**src/rtl/centroid_div_sched.sv**
```systemverilog
// Shares one sequential divider across all centroid x/y divisions of a k-means pass.
// The inputs are snapshotted on start; slots are walked in ascending order, x before y.
module centroid_div_sched #(
    parameter int NUM_CLUSTERS = 7,
    parameter int X_MAX        = 319,
    parameter int Y_MAX        = 179,
    parameter int TIMEOUT      = 64
) (
    input  logic                          clk_in,
    input  logic                          rst_in,
    input  logic                          start_in,
    input  logic [2:0]                    num_balls,
    input  logic [NUM_CLUSTERS-1:0][23:0] x_sum_in,
    input  logic [NUM_CLUSTERS-1:0][23:0] y_sum_in,
    input  logic [NUM_CLUSTERS-1:0][23:0] mass_in,
    input  logic [NUM_CLUSTERS-1:0][8:0]  centroids_x_in,
    input  logic [NUM_CLUSTERS-1:0][7:0]  centroids_y_in,
    output logic [23:0]                   div_dividend_out,
    output logic [23:0]                   div_divisor_out,
    output logic                          div_valid_out,
    input  logic [23:0]                   div_quotient_in,
    input  logic                          div_valid_in,
    output logic [NUM_CLUSTERS-1:0][8:0]  centroids_x_out,
    output logic [NUM_CLUSTERS-1:0][7:0]  centroids_y_out,
    output logic                          busy_out,
    output logic                          done_out,
    output logic                          converged_out,
    output logic                          timeout_err_out
);

    localparam int TW = $clog2(TIMEOUT + 1);

    typedef enum logic [2:0] {IDLE, SELECT, ISSUE, WAIT, FINISH} state_e;

    state_e                          state_q, state_d;
    logic [2:0]                      slot_q, slot_d;
    logic                            axisY_q, axisY_d;
    logic [TW-1:0]                   timer_q, timer_d;
    logic [2:0]                      numBalls_q, numBalls_d;
    logic [NUM_CLUSTERS-1:0][23:0]   xSum_q, xSum_d;
    logic [NUM_CLUSTERS-1:0][23:0]   ySum_q, ySum_d;
    logic [NUM_CLUSTERS-1:0][23:0]   mass_q, mass_d;
    logic [NUM_CLUSTERS-1:0][8:0]    prevX_q, prevX_d;
    logic [NUM_CLUSTERS-1:0][7:0]    prevY_q, prevY_d;
    logic [NUM_CLUSTERS-1:0][8:0]    centX_q, centX_d;
    logic [NUM_CLUSTERS-1:0][7:0]    centY_q, centY_d;
    logic [23:0]                     dividend_q, dividend_d;
    logic [23:0]                     divisor_q, divisor_d;
    logic                            tracker_q, tracker_d;
    logic                            timeoutErr_q, timeoutErr_d;
    logic [8:0]                      clampX;
    logic [7:0]                      clampY;

    always_ff @(posedge clk_in) begin
        if (rst_in) begin
            state_q      <= IDLE;
            slot_q       <= '0;
            axisY_q      <= 1'b0;
            timer_q      <= '0;
            numBalls_q   <= '0;
            xSum_q       <= '0;
            ySum_q       <= '0;
            mass_q       <= '0;
            prevX_q      <= '0;
            prevY_q      <= '0;
            centX_q      <= '0;
            centY_q      <= '0;
            dividend_q   <= '0;
            divisor_q    <= '0;
            tracker_q    <= 1'b0;
            timeoutErr_q <= 1'b0;
        end else begin
            state_q      <= state_d;
            slot_q       <= slot_d;
            axisY_q      <= axisY_d;
            timer_q      <= timer_d;
            numBalls_q   <= numBalls_d;
            xSum_q       <= xSum_d;
            ySum_q       <= ySum_d;
            mass_q       <= mass_d;
            prevX_q      <= prevX_d;
            prevY_q      <= prevY_d;
            centX_q      <= centX_d;
            centY_q      <= centY_d;
            dividend_q   <= dividend_d;
            divisor_q    <= divisor_d;
            tracker_q    <= tracker_d;
            timeoutErr_q <= timeoutErr_d;
        end
    end

    assign clampX = (div_quotient_in > 24'(X_MAX)) ? 9'(X_MAX) : div_quotient_in[8:0];
    assign clampY = (div_quotient_in > 24'(Y_MAX)) ? 8'(Y_MAX) : div_quotient_in[7:0];

    always_comb begin
        state_d      = state_q;
        slot_d       = slot_q;
        axisY_d      = axisY_q;
        timer_d      = timer_q;
        numBalls_d   = numBalls_q;
        xSum_d       = xSum_q;
        ySum_d       = ySum_q;
        mass_d       = mass_q;
        prevX_d      = prevX_q;
        prevY_d      = prevY_q;
        centX_d      = centX_q;
        centY_d      = centY_q;
        dividend_d   = dividend_q;
        divisor_d    = divisor_q;
        tracker_d    = tracker_q;
        timeoutErr_d = timeoutErr_q;

        unique case (state_q)
            IDLE: begin
                if (start_in) begin
                    numBalls_d = num_balls;
                    xSum_d     = x_sum_in;
                    ySum_d     = y_sum_in;
                    mass_d     = mass_in;
                    prevX_d    = centroids_x_in;
                    prevY_d    = centroids_y_in;
                    centX_d    = centroids_x_in;
                    centY_d    = centroids_y_in;
                    slot_d     = '0;
                    axisY_d    = 1'b0;
                    tracker_d  = 1'b1;
                    state_d    = SELECT;
                end
            end
            SELECT: begin
                if (slot_q >= numBalls_q) begin
                    state_d = FINISH;
                end else if (mass_q[slot_q] == 24'd0) begin
                    slot_d = slot_q + 3'd1;
                end else begin
                    dividend_d = axisY_q ? ySum_q[slot_q] : xSum_q[slot_q];
                    divisor_d  = mass_q[slot_q];
                    state_d    = ISSUE;
                end
            end
            ISSUE: begin
                timer_d = '0;
                state_d = WAIT;
            end
            WAIT: begin
                // A missing strobe is treated like a result that left the previous value.
                if (div_valid_in || (timer_q == TW'(TIMEOUT - 1))) begin
                    if (div_valid_in) begin
                        if (axisY_q) begin
                            centY_d[slot_q] = clampY;
                            if (clampY != prevY_q[slot_q]) tracker_d = 1'b0;
                        end else begin
                            centX_d[slot_q] = clampX;
                            if (clampX != prevX_q[slot_q]) tracker_d = 1'b0;
                        end
                    end else begin
                        timeoutErr_d = 1'b1;
                    end
                    if (axisY_q) begin
                        axisY_d = 1'b0;
                        slot_d  = slot_q + 3'd1;
                    end else begin
                        axisY_d = 1'b1;
                    end
                    state_d = SELECT;
                end else begin
                    timer_d = timer_q + TW'(1);
                end
            end
            FINISH: begin
                state_d = IDLE;
            end
            default: begin
                state_d = IDLE;
            end
        endcase
    end

    assign div_dividend_out = dividend_q;
    assign div_divisor_out  = divisor_q;
    assign div_valid_out    = (state_q == ISSUE);
    assign centroids_x_out  = centX_q;
    assign centroids_y_out  = centY_q;
    assign busy_out         = (state_q != IDLE);
    assign done_out         = (state_q == FINISH);
    assign converged_out    = (state_q == FINISH) && tracker_q;
    assign timeout_err_out  = timeoutErr_q;

endmodule

```
**config.mk**
```make
export PLATFORM = sky130hd
export DESIGN_NAME = centroid_div_sched
export DESIGN_NICKNAME = d
export VERILOG_FILES = /design/src/rtl/centroid_div_sched.sv
export SDC_FILE = /design/constraint.sdc
export NUM_CORES = 2
export LEC_CHECK = 0
export BUFFER_PORTS_ARGS = -buffer_cell sky130_fd_sc_hd__buf_2
export CELL_PAD_IN_SITES_DETAIL_PLACEMENT = 0
export CELL_PAD_IN_SITES_GLOBAL_PLACEMENT = 1
export CORE_ASPECT_RATIO = 1.5
export CORE_MARGIN = 10
export CORE_UTILIZATION = 35
export CTS_CLUSTER_SIZE = 25
export DETAILED_ROUTE_END_ITERATION = 6
export PLACE_DENSITY_LB_ADDON = 0.2
export SLEW_MARGIN = 20
export SYNTH_ARGS = -nofsm -noshare
export SYNTH_HDL_FRONTEND = slang
export SYNTH_SLANG_ARGS = --single-unit
export TNS_END_PERCENT = 10
```
**constraint.sdc**
```tcl
create_clock -name clk_in -period 3.3 [get_ports clk_in]
set_clock_uncertainty 0.05 [all_clocks]
set_input_delay 0.165 -clock clk_in [delete_from_list [all_inputs] [get_ports clk_in]]
set_output_delay 0.165 -clock clk_in [all_outputs]
set_load 0.01 [all_outputs]
```
==> impl_metrics.yaml <==
run_status:
  status: "finished, final reports clean"
routing:
  wl_um: 182000
  routedWlPerCell_um: 25.4
  drt_iter0_markers: 3163
  drtAntennaViolNets: 0
  drt_pre_antenna_iters: 7
  viasPerCell: 5.33
  vias: 38100
  remaining_drc_errors: 0
global_route:
  grt_max_degree: 182
  grt_pass1_wl_um: 260000
  first_global_vias: 38900
  grt.total_usage_pct: 31.5
  gr-total-overflow: 0
  antenna_found_initial: 13
floorplanning:
  placementRows: 140
  fp.dieW_um: 275
  io_pins: 826
  dieHeight_um: 402
  die-area_um2: 111000
  coreArea_um2: 96900
  start_util_pct: 35.2
cts:
  h-tree-depth: 3
  clock_latency_ps: 680
  clk_pin_slew_worst_paths_ps: 70
  root_buffer: "clkbuf_16"
  clock-sinks: 809
  cts_tree: "built"
  cts.path.max_buffers: 3
  cts_buffers: 84
yosys:
  synth-edff-count: 0
  ys.flop_type: "dfxtp_1"
  synth_seq_area_share_pct: 47.5
  synth_warnings: 0
  syn_inst: 4393
  avgSynthCellArea_um2: 7.76
  synth_compound_area_share_pct: 21.7
  syn-num-nets: 5052
  syn_area_um2: 34100
  yosys.area_share.simple_pct: 21.0
  synthXorXnorAreaFrac_pct: 0.437
  synth_top_family_by_area: "compound AO/OA/AOI/OAI gates"
  yosysUniqueCellTypes: 80
  synthMuxAreaShare_pct: 4.50
  ys_ff_latch: 809
  async_flop_share_pct: 0
  synth-adder-area-share_pct: 0.183
timing:
  finalWorstSetupSlack_ps: 136
  hold_ws_ps: 99.7
  period_share_pct: 95.9
  finalSetupViolCount: 0
  final_hold_viol_count: 0
  relSlewSlack_pct: 23.4
  worstMarginPinSlew_ps: 1150
  min_period_ps: 3160
  fmax_ghz: 0.316
  rsz0062_at_grt: "false"
  fin_setup_tns_ps: 0
  slew_violations: 0
setup_path:
  path_delay_family: "compound AO/OA/AOI/OAI gates"
  critPathLaunch: "slot_q[0]$_SDFFE_PP0P_"
  cpMaxStageDelayCell: "dfxtp_4"
  path_buf_inv: 2
  worstSetupPathType: "reg2reg"
  cp.arrival_ps: 3730
  cp_data_required_time_ps: 3860
  max_stage_delay_ps: 600
  path_cells: "buf_16 > mux2_2 > a221o_1 > a22oi_1 > nand4_1 > nor4_4 > buf_4 > a31oi_2 > or3_1 > a21boi_1"
  crit_path_start_kind: "flip-flop"
  r2r-start: "slot_q[0]$_SDFFE_PP0P_"
  cp_max_fo: 20
  critPathCaptureType: "flip-flop"
placed_design:
  place_congestion: 0.906
  dp_slack_ps: 49.2
  io_buffer_count: 825
  placed_cell_area_um2: 40100
  hpwl_um: 133000
layout:
  drive_gt1_share_pct: 21.4
  area_delta_synth_final_pct: 46.2
  final_area_um2: 49900
  finalNetCount: 6452
pwr:
  ir_drop_v: 0.000364
  finalPower_mw: 28.8
  p_leak_nw: 20.2
  power_density_nw_per_um2: 577
worst_hold_path:
  worstHoldStart: "div_quotient_in[7]"
  hold_path_class: "in2reg"
flow_run:
  maxCapViolations: 0
-- timing repair --
item / in CTS / in global routing
hold buffers: 682 / 0
endpoints found under the setup margin: 0 / 50
endpoints found under the hold margin: 749 / 0
buffers inserted: 0 / 1
resized for setup: 0 / 2
-- worst paths after layout --
path	endpoint	slack (ps)	cells after the start
setup / recovery	slot_q[2]$_SDFFE_PP0P_	140	10
hold / removal	centroids_y_out[38]$_SDFFE_PP0P_	100	5
setup reg to reg	slot_q[2]$_SDFFE_PP0P_	140	10
hold reg to reg	prevY_q[10]$_SDFFE_PP0P_	400	2
-- tightest hold or removal path, cell delays in order --
cell and delay [ps]:
buf_2 150, nor3_1 70, buf_4 180, o22ai_1 120
a211oi_1 90
-- cells in the final DEF, fill, tap and decap left out, types with 8 or more instances in the layout --
master         count
a221oi_1          48
clkinv_2          12
a22o_1            31
a31oi_1           35
a21oi_1          767
clkbuf_1          19
a22oi_1           70
dfxtp_1          805
nand3_1           39
buf_2            824
buf_12            31
inv_1             13
nor2_1           303
clkbuf_8          17
xnor2_1           12
buf_4            145
a221o_1           14
mux2_2            51
nand4_1           17
nand2_1         1337
diode_2            8
dlygate4sd3_1    682
a211oi_1          67
o22ai_1          128
mux2i_1           79
nor3_1            14
clkbuf_16         87
o21ai_0           29
-- cells by family (layout without fill, tap and decap cells) --
group / after synthesis / after routing
xor+xnor: 17 / 17
buf+inv: 386 / 1854
simple gates: 1791 / 1791
flops: 809 / 809
compound gates: 1247 / 1247
fa+ha+maj: 5 / 5
other cells: 0 / 8
mux: 138 / 138
-- power breakdown --
| part | internal [mW] | switching [mW] | total, mW | leakage, nW |
|---|---|---|---|---|
| Combinational | 2.84 | 4.21 | 7.05 | 12.2 |
| Clock | 5.79 | 4.29 | 10.1 | 1.40 |
| Sequential | 10.8 | 0.809 | 11.7 | 6.64 |
| Total | 19.5 | 9.31 | 28.8 | 20.2 |
-- registers in the layout (all words and copies together), names as in the netlist, 7 cells and up --
name	count
prevY_q	56
centroids_y_out	56
centroids_x_out	63
xSum_q	168
ySum_q	168
timer_q	7
prevX_q	63
div_divisor_out	24
div_dividend_out	24
mass_q	168
-- metal layers --
| metal | up-vias | wire, um | GRT usage [%] |
|---|---|---|---|
| li1 | 17900 | - | - |
| met1 | 18300 | 68400 | 35.3 |
| met2 | 1540 | 90200 | 55.0 |
| met3 | 382 | 12300 | 5.82 |
| met4 | 8 | 10900 | 17.8 |
| met5 | - | 54 | 0 |
-- through the flow --
stage	std cells	util (%)
2_1_floorplan	4393	-
3_3_place_gp	6302	41.4
3_5_place_dp	6302	41.4
4_1_cts	7138	51.4
5_1_grt	7143	51.5
6_report	7147	51.5
-- area by class of cell --
type,instances,area [um2]
Clock buffer,123,2480
Multi-Input combinational cell,3198,16400
Inverter,16,60.1
Tap cell,1278,1600
Sequential cell,809,16200
Clock inverter,31,382
Fill cell,9492,47000
Antenna cell,8,20.0
Timing Repair Buffer,1684,12700
-- Yosys cell counts (4+ instances only) --
cell / count / share of area [%]
inv_1: 15 / 0.17
dfxtp_1: 809 / 47
mux4_2: 7 / 0.46
buf_4: 7 / 0.15
nand2_1: 1338 / 15
a2bb2oi_1: 4 / 0.10
nand4_1: 17 / 0.31
buf_6: 15 / 0.50
nor3_1: 15 / 0.22
a21oi_1: 767 / 11
o21ai_0: 29 / 0.43
or3_1: 4 / 0.073
a221o_1: 14 / 0.41
ha_1: 5 / 0.18
a21oi_2: 4 / 0.10
a21o_1: 4 / 0.088
a31oi_1: 36 / 0.66
a221oi_1: 48 / 1.2
and3_1: 6 / 0.11
o21a_1: 4 / 0.088
nor4_1: 5 / 0.092
o2bb2ai_1: 4 / 0.10
a211oi_1: 67 / 1.5
buf_2: 25 / 0.37
xor2_1: 5 / 0.13
mux2_2: 51 / 1.7
mux2i_1: 79 / 2.3
o22ai_1: 128 / 2.3
nor3_2: 6 / 0.18
nor2b_1: 10 / 0.18
nand3b_1: 5 / 0.11
nor2_1: 306 / 3.4
a22o_1: 31 / 0.80
nand2b_1: 5 / 0.092
buf_1: 12 / 0.13
xnor2_1: 12 / 0.31
clkbuf_1: 311 / 3.4
a22oi_1: 70 / 1.5
nand3_1: 39 / 0.57
and2_1: 4 / 0.073
Note: power is estimated with default switching activity, not from simulation.
